===== config.mk =====
export PLATFORM = sky130hd
export DESIGN_NAME = divisor_dcm
export DESIGN_NICKNAME = d
export VERILOG_FILES = /design/src/rtl/divisor_dcm_pkg.sv /design/src/rtl/dcm_lock_ctr.sv /design/src/rtl/divisor_dcm.sv
export SDC_FILE = /design/constraint.sdc
export NUM_CORES = 1
export LEC_CHECK = 0
export CAP_MARGIN = 15
export CELL_PAD_IN_SITES_DETAIL_PLACEMENT = 0
export CELL_PAD_IN_SITES_GLOBAL_PLACEMENT = 2
export CORE_AREA = 2 2 55 57
export DETAILED_ROUTE_END_ITERATION = 6
export DIE_AREA = 0 0 57 59
export GPL_ROUTABILITY_DRIVEN = 0
export PLACE_DENSITY = 0.88
export SYNTH_ARGS = -nofsm -noshare
export SYNTH_HDL_FRONTEND = slang
export SYNTH_SLANG_ARGS = --single-unit

===== constraint.sdc =====
create_clock -name CLK_IN1 -period 3.3 [get_ports CLK_IN1]
set_clock_uncertainty 0.2 [all_clocks]
set_input_delay 0.99 -clock CLK_IN1 [delete_from_list [all_inputs] [get_ports CLK_IN1]]
set_output_delay 0.99 -clock CLK_IN1 [all_outputs]
set_load 0.1 [all_outputs]

===== src/rtl/divisor_dcm_pkg.sv =====
// divisor_dcm_pkg: shared limits, counter widths and helpers for the DCM stand-in.
// No ports; imported by divisor_dcm and dcm_lock_ctr.
package divisor_dcm_pkg;

  localparam int unsigned DIV_MIN  = 2;
  localparam int unsigned DIV_MAX  = 256;
  localparam int unsigned LOCK_W   = 16;
  localparam int unsigned LOCK_MAX = 65535;

  // Phase generator: idle while unlocked, running once the first locked edge is seen.
  typedef enum logic {
    PH_IDLE = 1'b0,
    PH_RUN  = 1'b1
  } phase_state_e;

  // Number of input periods the registered phase output stays high: ceil(n/2).
  function automatic int unsigned half_ceil(input int unsigned n);
    return (n + 1) / 2;
  endfunction

endpackage


===== src/rtl/dcm_lock_ctr.sv =====
// dcm_lock_ctr: counts clk_i rising edges after reset release and asserts locked_o
// on the LOCK_CYCLES-th edge; locked_o then holds until the next reset.
// Ports:
//   clk_i     in  reference clock
//   rst_n_i   in  asynchronous active-low reset
//   locked_o  out lock indication (registered)
module dcm_lock_ctr
  import divisor_dcm_pkg::*;
#(
  parameter int unsigned LOCK_CYCLES = 16
) (
  input  logic clk_i,
  input  logic rst_n_i,
  output logic locked_o
);

  if ((LOCK_CYCLES < 1) || (LOCK_CYCLES > LOCK_MAX)) begin : g_bad_lock
    $error("dcm_lock_ctr: LOCK_CYCLES out of range 1..65535");
  end

  logic [LOCK_W-1:0] cnt_q, cnt_d;
  logic              locked_q, locked_d;

  // Count until the target edge, then freeze so the counter can never wrap.
  always_comb begin
    cnt_d    = cnt_q;
    locked_d = locked_q;
    if (!locked_q) begin
      cnt_d = cnt_q + LOCK_W'(1);
      if (cnt_d == LOCK_W'(LOCK_CYCLES)) begin
        locked_d = 1'b1;
      end
    end
  end

  always_ff @(posedge clk_i or negedge rst_n_i) begin
    if (!rst_n_i) begin
      cnt_q    <= '0;
      locked_q <= 1'b0;
    end else begin
      cnt_q    <= cnt_d;
      locked_q <= locked_d;
    end
  end

  assign locked_o = locked_q;

endmodule


===== src/rtl/divisor_dcm.sv =====
// divisor_dcm: clock-divider stand-in for a clocking-wizard DCM.
// CLK_OUT1 = CLK_IN1 / DIVIDE at 50% duty, enabled once LOCKED asserts.
// Ports:
//   CLK_IN1   in  reference clock (only clock)
//   RESET     in  asynchronous active-low reset
//   CLK_OUT1  out divided clock, glitch free
//   LOCKED    out high once CLK_OUT1 is valid
module divisor_dcm
  import divisor_dcm_pkg::*;
#(
  parameter int unsigned DIVIDE      = 2,
  parameter int unsigned LOCK_CYCLES = 16
) (
  input  logic CLK_IN1,
  input  logic RESET,
  output logic CLK_OUT1,
  output logic LOCKED
);

  if ((DIVIDE < DIV_MIN) || (DIVIDE > DIV_MAX)) begin : g_bad_div
    $error("divisor_dcm: DIVIDE out of range 2..256");
  end

  localparam int unsigned CNT_W = ($clog2(DIVIDE) > 0) ? $clog2(DIVIDE) : 1;
  localparam int unsigned HALF  = half_ceil(DIVIDE);
  localparam logic [CNT_W-1:0] CNT_LAST = CNT_W'(DIVIDE - 1);

  logic locked;

  dcm_lock_ctr #(
    .LOCK_CYCLES(LOCK_CYCLES)
  ) u_lock (
    .clk_i   (CLK_IN1),
    .rst_n_i (RESET),
    .locked_o(locked)
  );

  assign LOCKED = locked;

  phase_state_e     state_q, state_d;
  logic [CNT_W-1:0] cnt_q, cnt_d;
  logic             out_p_q, out_p_d;

  // Phase generator. The first locked edge holds cnt at 0 and raises out_p, so the
  // first output rising edge lands exactly one input period after LOCKED.
  always_comb begin
    state_d = state_q;
    cnt_d   = cnt_q;
    out_p_d = out_p_q;
    case (state_q)
      PH_IDLE: begin
        cnt_d   = '0;
        out_p_d = 1'b0;
        if (locked) begin
          state_d = PH_RUN;
          out_p_d = 1'b1;
        end
      end
      PH_RUN: begin
        cnt_d   = (cnt_q == CNT_LAST) ? '0 : cnt_q + CNT_W'(1);
        out_p_d = (32'(cnt_d) < HALF);
      end
      default: begin
        state_d = PH_IDLE;
        cnt_d   = '0;
        out_p_d = 1'b0;
      end
    endcase
  end

  always_ff @(posedge CLK_IN1 or negedge RESET) begin
    if (!RESET) begin
      state_q <= PH_IDLE;
      cnt_q   <= '0;
      out_p_q <= 1'b0;
    end else begin
      state_q <= state_d;
      cnt_q   <= cnt_d;
      out_p_q <= out_p_d;
    end
  end

  if ((DIVIDE % 2) == 1) begin : g_odd
    // out_p is high ceil(D/2) periods; ANDing with its half-period-delayed copy trims
    // the high time to D/2 periods. Only one AND input changes at a time, so no glitch.
    logic out_n_q;

    always_ff @(negedge CLK_IN1 or negedge RESET) begin
      if (!RESET) begin
        out_n_q <= 1'b0;
      end else begin
        out_n_q <= out_p_q;
      end
    end

    assign CLK_OUT1 = out_p_q & out_n_q;
  end else begin : g_even
    assign CLK_OUT1 = out_p_q;
  end

endmodule


=== Word level (Yosys, flattened, before mapping) ===
Cells that the tools add are included.

* Add/sub/neg operators: 2
* $lt $le $gt $ge: 1
* Eq/ne operators: 1
* Multiplexer cells: 7
* Bitwise logic cells: 1

{| class="wikitable"
|+ Operators by type and width
! kind !! count
|-
| 16-bit by 1-bit adder with 16-bit output (second input constant) || 1
|-
| 16-bit by 5-bit equality test with 1-bit output (second input constant) || 1
|-
| 1-bit two-way mux || 5
|-
| 1-bit one-hot mux with 2 select lines || 2
|-
| 1-bit adder (second input constant) || 1
|-
| 1-bit less-than comparator (second input constant) || 1
|-
| 1-bit inverter || 1
|}

* Register bits after elaboration: 20
* Input port bits: 2
* Output and inout port bits: 2
* Word-level logic and storage cells: 17

=== Longest topological paths before layout ===
* Depth after elaboration: 4
* Depth in mapped cells: 6
* Depth with buffers taken out: 6

=== By module ===
From an unflattened synthesis, not the netlist that was laid out.

* Cells, all modules: 106
* Area, all modules: 1,078.5 µm²

{| class="wikitable"
|+ Modules (own cells, without submodules)
! module !! times used !! cells an instance !! area an instance (µm²) !! sequential area each (µm²)
|-
| dcm_lock_ctr || 1 || 100 || 975.9 || 425.4
|-
| divisor_dcm || 1 || 6 || 102.6 || 75.1
|}

=== Worst setup path before layout ===
Ideal clock, no wire load.

* Path type: register to output
* Start point: register u_lock.locked_q, in the netlist u_lock.locked_o
* End point: output port LOCKED
* Data arrival time: 987 ps
* Data required time: 2,110 ps
* Slack: 1,123 ps
* Cell stages (with the launch flop): 1
* Cell sequence: dfrtp_1

{| class="wikitable"
|+ RTL lines
! element !! RTL line !! RTL
|-
| start: declaration || dcm_lock_ctr.sv:22 || <nowiki>logic locked_q, locked_d;</nowiki>
|-
| start signal: assignment || dcm_lock_ctr.sv:42 || <nowiki>locked_q <= locked_d;</nowiki>
|-
| end: declaration || divisor_dcm.sv:17 || <nowiki>output logic LOCKED</nowiki>
|}

No word-level cell between the ends.

=== Final worst setup path ===
* Start point: register u_lock.locked_q, in the netlist u_lock.locked_o
* End point: output port LOCKED

No word-level cell between the ends.

==> reports/results.txt <==
The flow ran to the end, and the final reports show no timing, DRC or antenna violations. The run gives 1 as the number of levels the H-tree was split into. During I/O placement, the number of pins put on the boundary was 4. The share of synthesized cell area in and, or, nand and nor gates was 0.2831; the number of enable flip-flop cells after synthesis was 0. The floorplan step set the die width to 57 um. In this run the static leakage power is 0.0005032 uW. The layout has 274 filler cells. The clock passes through at most 2 buffers. Synthesis inferred 20 register bits.

The die outline height was 59 um. The arrival time of data at the critical path endpoint came out at 1.38 ns. For the net count after synthesis, the log shows 108. The pin count of the biggest net entering global routing came out at 21. Family with the most delay on the worst path: flip-flops. Part of the Yosys area used for sequential elements: 0.4640.

The share of async-settable or async-resettable flops after synthesis works out to 1.000. At the end of the flow, the number of nets in the layout was 114. The tools report the initial cell density of the core as 0.3980. The total of cells resized after clock tree synthesis came out at 0. Setup violations remaining at the end of the flow were counted as 0. In the synthesized netlist the dominant register cell turns out to be sky130_fd_sc_hd__dfrtp_1. The maximum ir drop on the vdd rail was 0.0001462 V; the total length of routed wires was 1.903 mm. Global routing finished with a remaining overflow of 0. The count of buffer and inverter cells on the critical path works out to 1.

The slowest cell on the critical path is sky130_fd_sc_hd__dfrtp_1. Summing every instance area after synthesis gives 0.001079 mm2. Walking the worst path, the cells encountered are buf_4. The share of layout cells above drive strength 1 is 0.1296, and the number of hold buffers added after cts is 0. The HPWL after detailed placement was 1.384 mm; the worst-path maximum fanout was 14.

Signed area change from the synthesized netlist to the final layout: 7.540%. For the post-placement cell count, the log shows 136. The number of antenna diodes in the final layout is 0. The first routing iteration left 24 violations.

After detailed routing, the number of vias per cell comes to 5.554. The worst setup path is captured at an output port. The required time of the critical path is 2.11 ns, and the overall routing resource usage is 0.1374. The routed layout has 772 vias. The max capacitance violation total was 0.

For the pin with the worst max-slew slack, the measured transition is 0.5242 ns. Number of antenna violations at the first check in global routing: 0. During synthesis, Yosys emitted a total of 0 warnings.

For the number of sinks handled by clock tree synthesis, the log shows 20. Clock latency on the worst-skew pair, taken at its later pin, is 0.30 ns. In the final routed layout, each cell accounts on average for 13.69 um. The post-synthesis area per instance came out at 10.37 um2. The logs give 0 for the count of final hold-check violations and 139 for the number of standard cells in the layout, taps in and fillers out. The proportion of synthesized area in mux cells is 0.03016, and the number of placement rows is 19.

The logs give 365.5 uW for the post-route total power and 3.539 mm for the first-pass GRT wire length. For this run, design rule violations remaining after detail routing come to 0. The detailed-routing iteration count for the pre-antenna-repair pass is 4. The combinational family with the most area after synthesis was simple AND/OR/NAND/NOR gates.

TritonCTS built the clock tree. In the final timing run, aggregate negative setup slack is 0 ns. The area enclosed by the die boundary is 0.003363 mm2, and the fraction of synthesized cell area in xor and xnor cells is 0.1381. Arithmetic-cell share of the synthesized area counting full adders, half adders and majority gates: 0.02320.

The tightest hold path in the finished design has a slack of 0.2133 ns. The number of buffer cells added on primary ports came out at 3. The minimum period implied by the final worst setup slack was 2.570 ns. The library cell used most frequently in the layout, excluding fill and tap cells, is sky130_fd_sc_hd__dfrtp_1. The root buffer cell was sky130_fd_sc_hd__clkbuf_4.

After clock tree synthesis, the setup repair step added 0 buffers. The total power per unit cell area works out to 315.1 mW/mm2. The worst hold path belongs to the class flop to flop. The clock slew at the register clock pins of the worst setup and hold paths is 0.11 ns, and the share of the cycle needed by the critical path after routing is 0.7787. Setup repair after global routing left no endpoint under its margin. The compound-cell area share of the yosys netlist came out at 0.04988. The remaining antenna violation count was 0. STA classifies the critical path startpoint as a flop. Clock tree synthesis inserted a total of 3 buffers. The highest clock frequency the design can meet was 0.3892 GHz; the number of pins with negative max-slew slack in the final report was 0. After technology mapping, the gate count stands at 104. For the core outline area, the log shows 0.002710 mm2. The setup path with the least slack is of type flop to output port. For this run, the slowest stage of the critical path takes 0.69 ns. The run gives 33 as the unique cell type count in the Yosys netlist. In the layout the commonest cells are sky130_fd_sc_hd__dfrtp_1 (20), sky130_fd_sc_hd__nand2_1 (9), sky130_fd_sc_hd__xnor2_1 (9), sky130_fd_sc_hd__xor2_1 (8). The relative slew slack was 0.6506; the number of global-route vias before repair was 773.
==> power breakdown <==
part           total, uW  switching (uW)  internal [uW]
clock network        114            71.5           42.6
registers            245               0            245
logic               6.52            4.71           1.81
total                365            76.2            289
==> area by class of cell <==
class | count | area (um2) | area share
Clock buffer | 3 | 22.52 | 0.01942
Sequential cell | 20 | 500.5 | 0.4315
Multi-Input combinational cell | 81 | 565.5 | 0.4876
Tap cell | 31 | 38.79 | 0.03344
Timing Repair Buffer | 4 | 32.53 | 0.02805
==> cell usage after synthesis, types with 2 or more instances <==
master / n / area, um2
sky130_fd_sc_hd__o21ai_0: 3 / 15.01
sky130_fd_sc_hd__mux2_2: 2 / 22.52
sky130_fd_sc_hd__nand4_1: 2 / 12.51
sky130_fd_sc_hd__ha_1: 2 / 25.02
sky130_fd_sc_hd__dfrtp_1: 20 / 500.5
sky130_fd_sc_hd__nor4_1: 4 / 25.02
sky130_fd_sc_hd__xnor2_1: 9 / 78.83
sky130_fd_sc_hd__nand3_1: 7 / 35.03
sky130_fd_sc_hd__nand2_1: 9 / 33.78
sky130_fd_sc_hd__nor3_1: 6 / 30.03
sky130_fd_sc_hd__clkbuf_1: 2 / 7.510
sky130_fd_sc_hd__nand2b_1: 3 / 18.77
sky130_fd_sc_hd__nor2_1: 7 / 26.28
sky130_fd_sc_hd__nor2b_1: 2 / 12.51
sky130_fd_sc_hd__xor2_1: 8 / 70.07
==> sequential cells by signal (all words and copies together), names as in the netlist <==
name	count
cnt_q	1
u_lock.locked_o	1
CLK_OUT1	1
u_lock.cnt_q	16
state_q	1
==> logic make-up (layout without fill, tap and decap cells) <==
group,count (synthesis),in the layout
flip-flops,20,20
AND/OR/NAND/NOR,51,51
XOR/XNOR,17,17
buffers and inverters,3,7
multiplexers,3,3
AO/OA/AOI/OAI,8,8
adder cells (fa/ha/maj),2,2
==> layer usage <==
metal  wire length [um]  GRT usage  vias up
met5                  0          0        -
met4                 43    0.06977        0
met3                 53    0.01965        4
met2                897     0.2200       10
met1                908     0.1830      381
li1                   -          -      377
==> stage by stage <==
step / utilization / setup WS [ns] / cell area, um2
floorplan: - / 1.123 / 1079
global placement: 0.4197 / 1.096 / 1137
detailed placement: 0.4197 / 1.070 / 1137
CTS: 0.4280 / 0.7331 / 1160
global route: 0.4280 / 0.6729 / 1160
finish: 0.4280 / 0.7303 / 1160
==> path summary, 6_finish.rpt <==
path	start	end	slack (ns)	cells past startpoint
min	cnt_q$_DFF_PN0_	cnt_q$_DFF_PN0_	0.21	1
min reg2reg	cnt_q$_DFF_PN0_	cnt_q$_DFF_PN0_	0.21	1
max	u_lock.locked_o$_DFF_PN0_	LOCKED	0.73	1
max reg2reg	u_lock.cnt_q[0]$_DFFE_PN0N_	u_lock.cnt_q[15]$_DFFE_PN0N_	1.16	5
min in group asynchronous	RESET	u_lock.locked_o$_DFF_PN0_	0.82	2
max in group asynchronous	RESET	u_lock.cnt_q[1]$_DFFE_PN0N_	1.88	2
No activity file was read; power rests on OpenSTA's default activity.
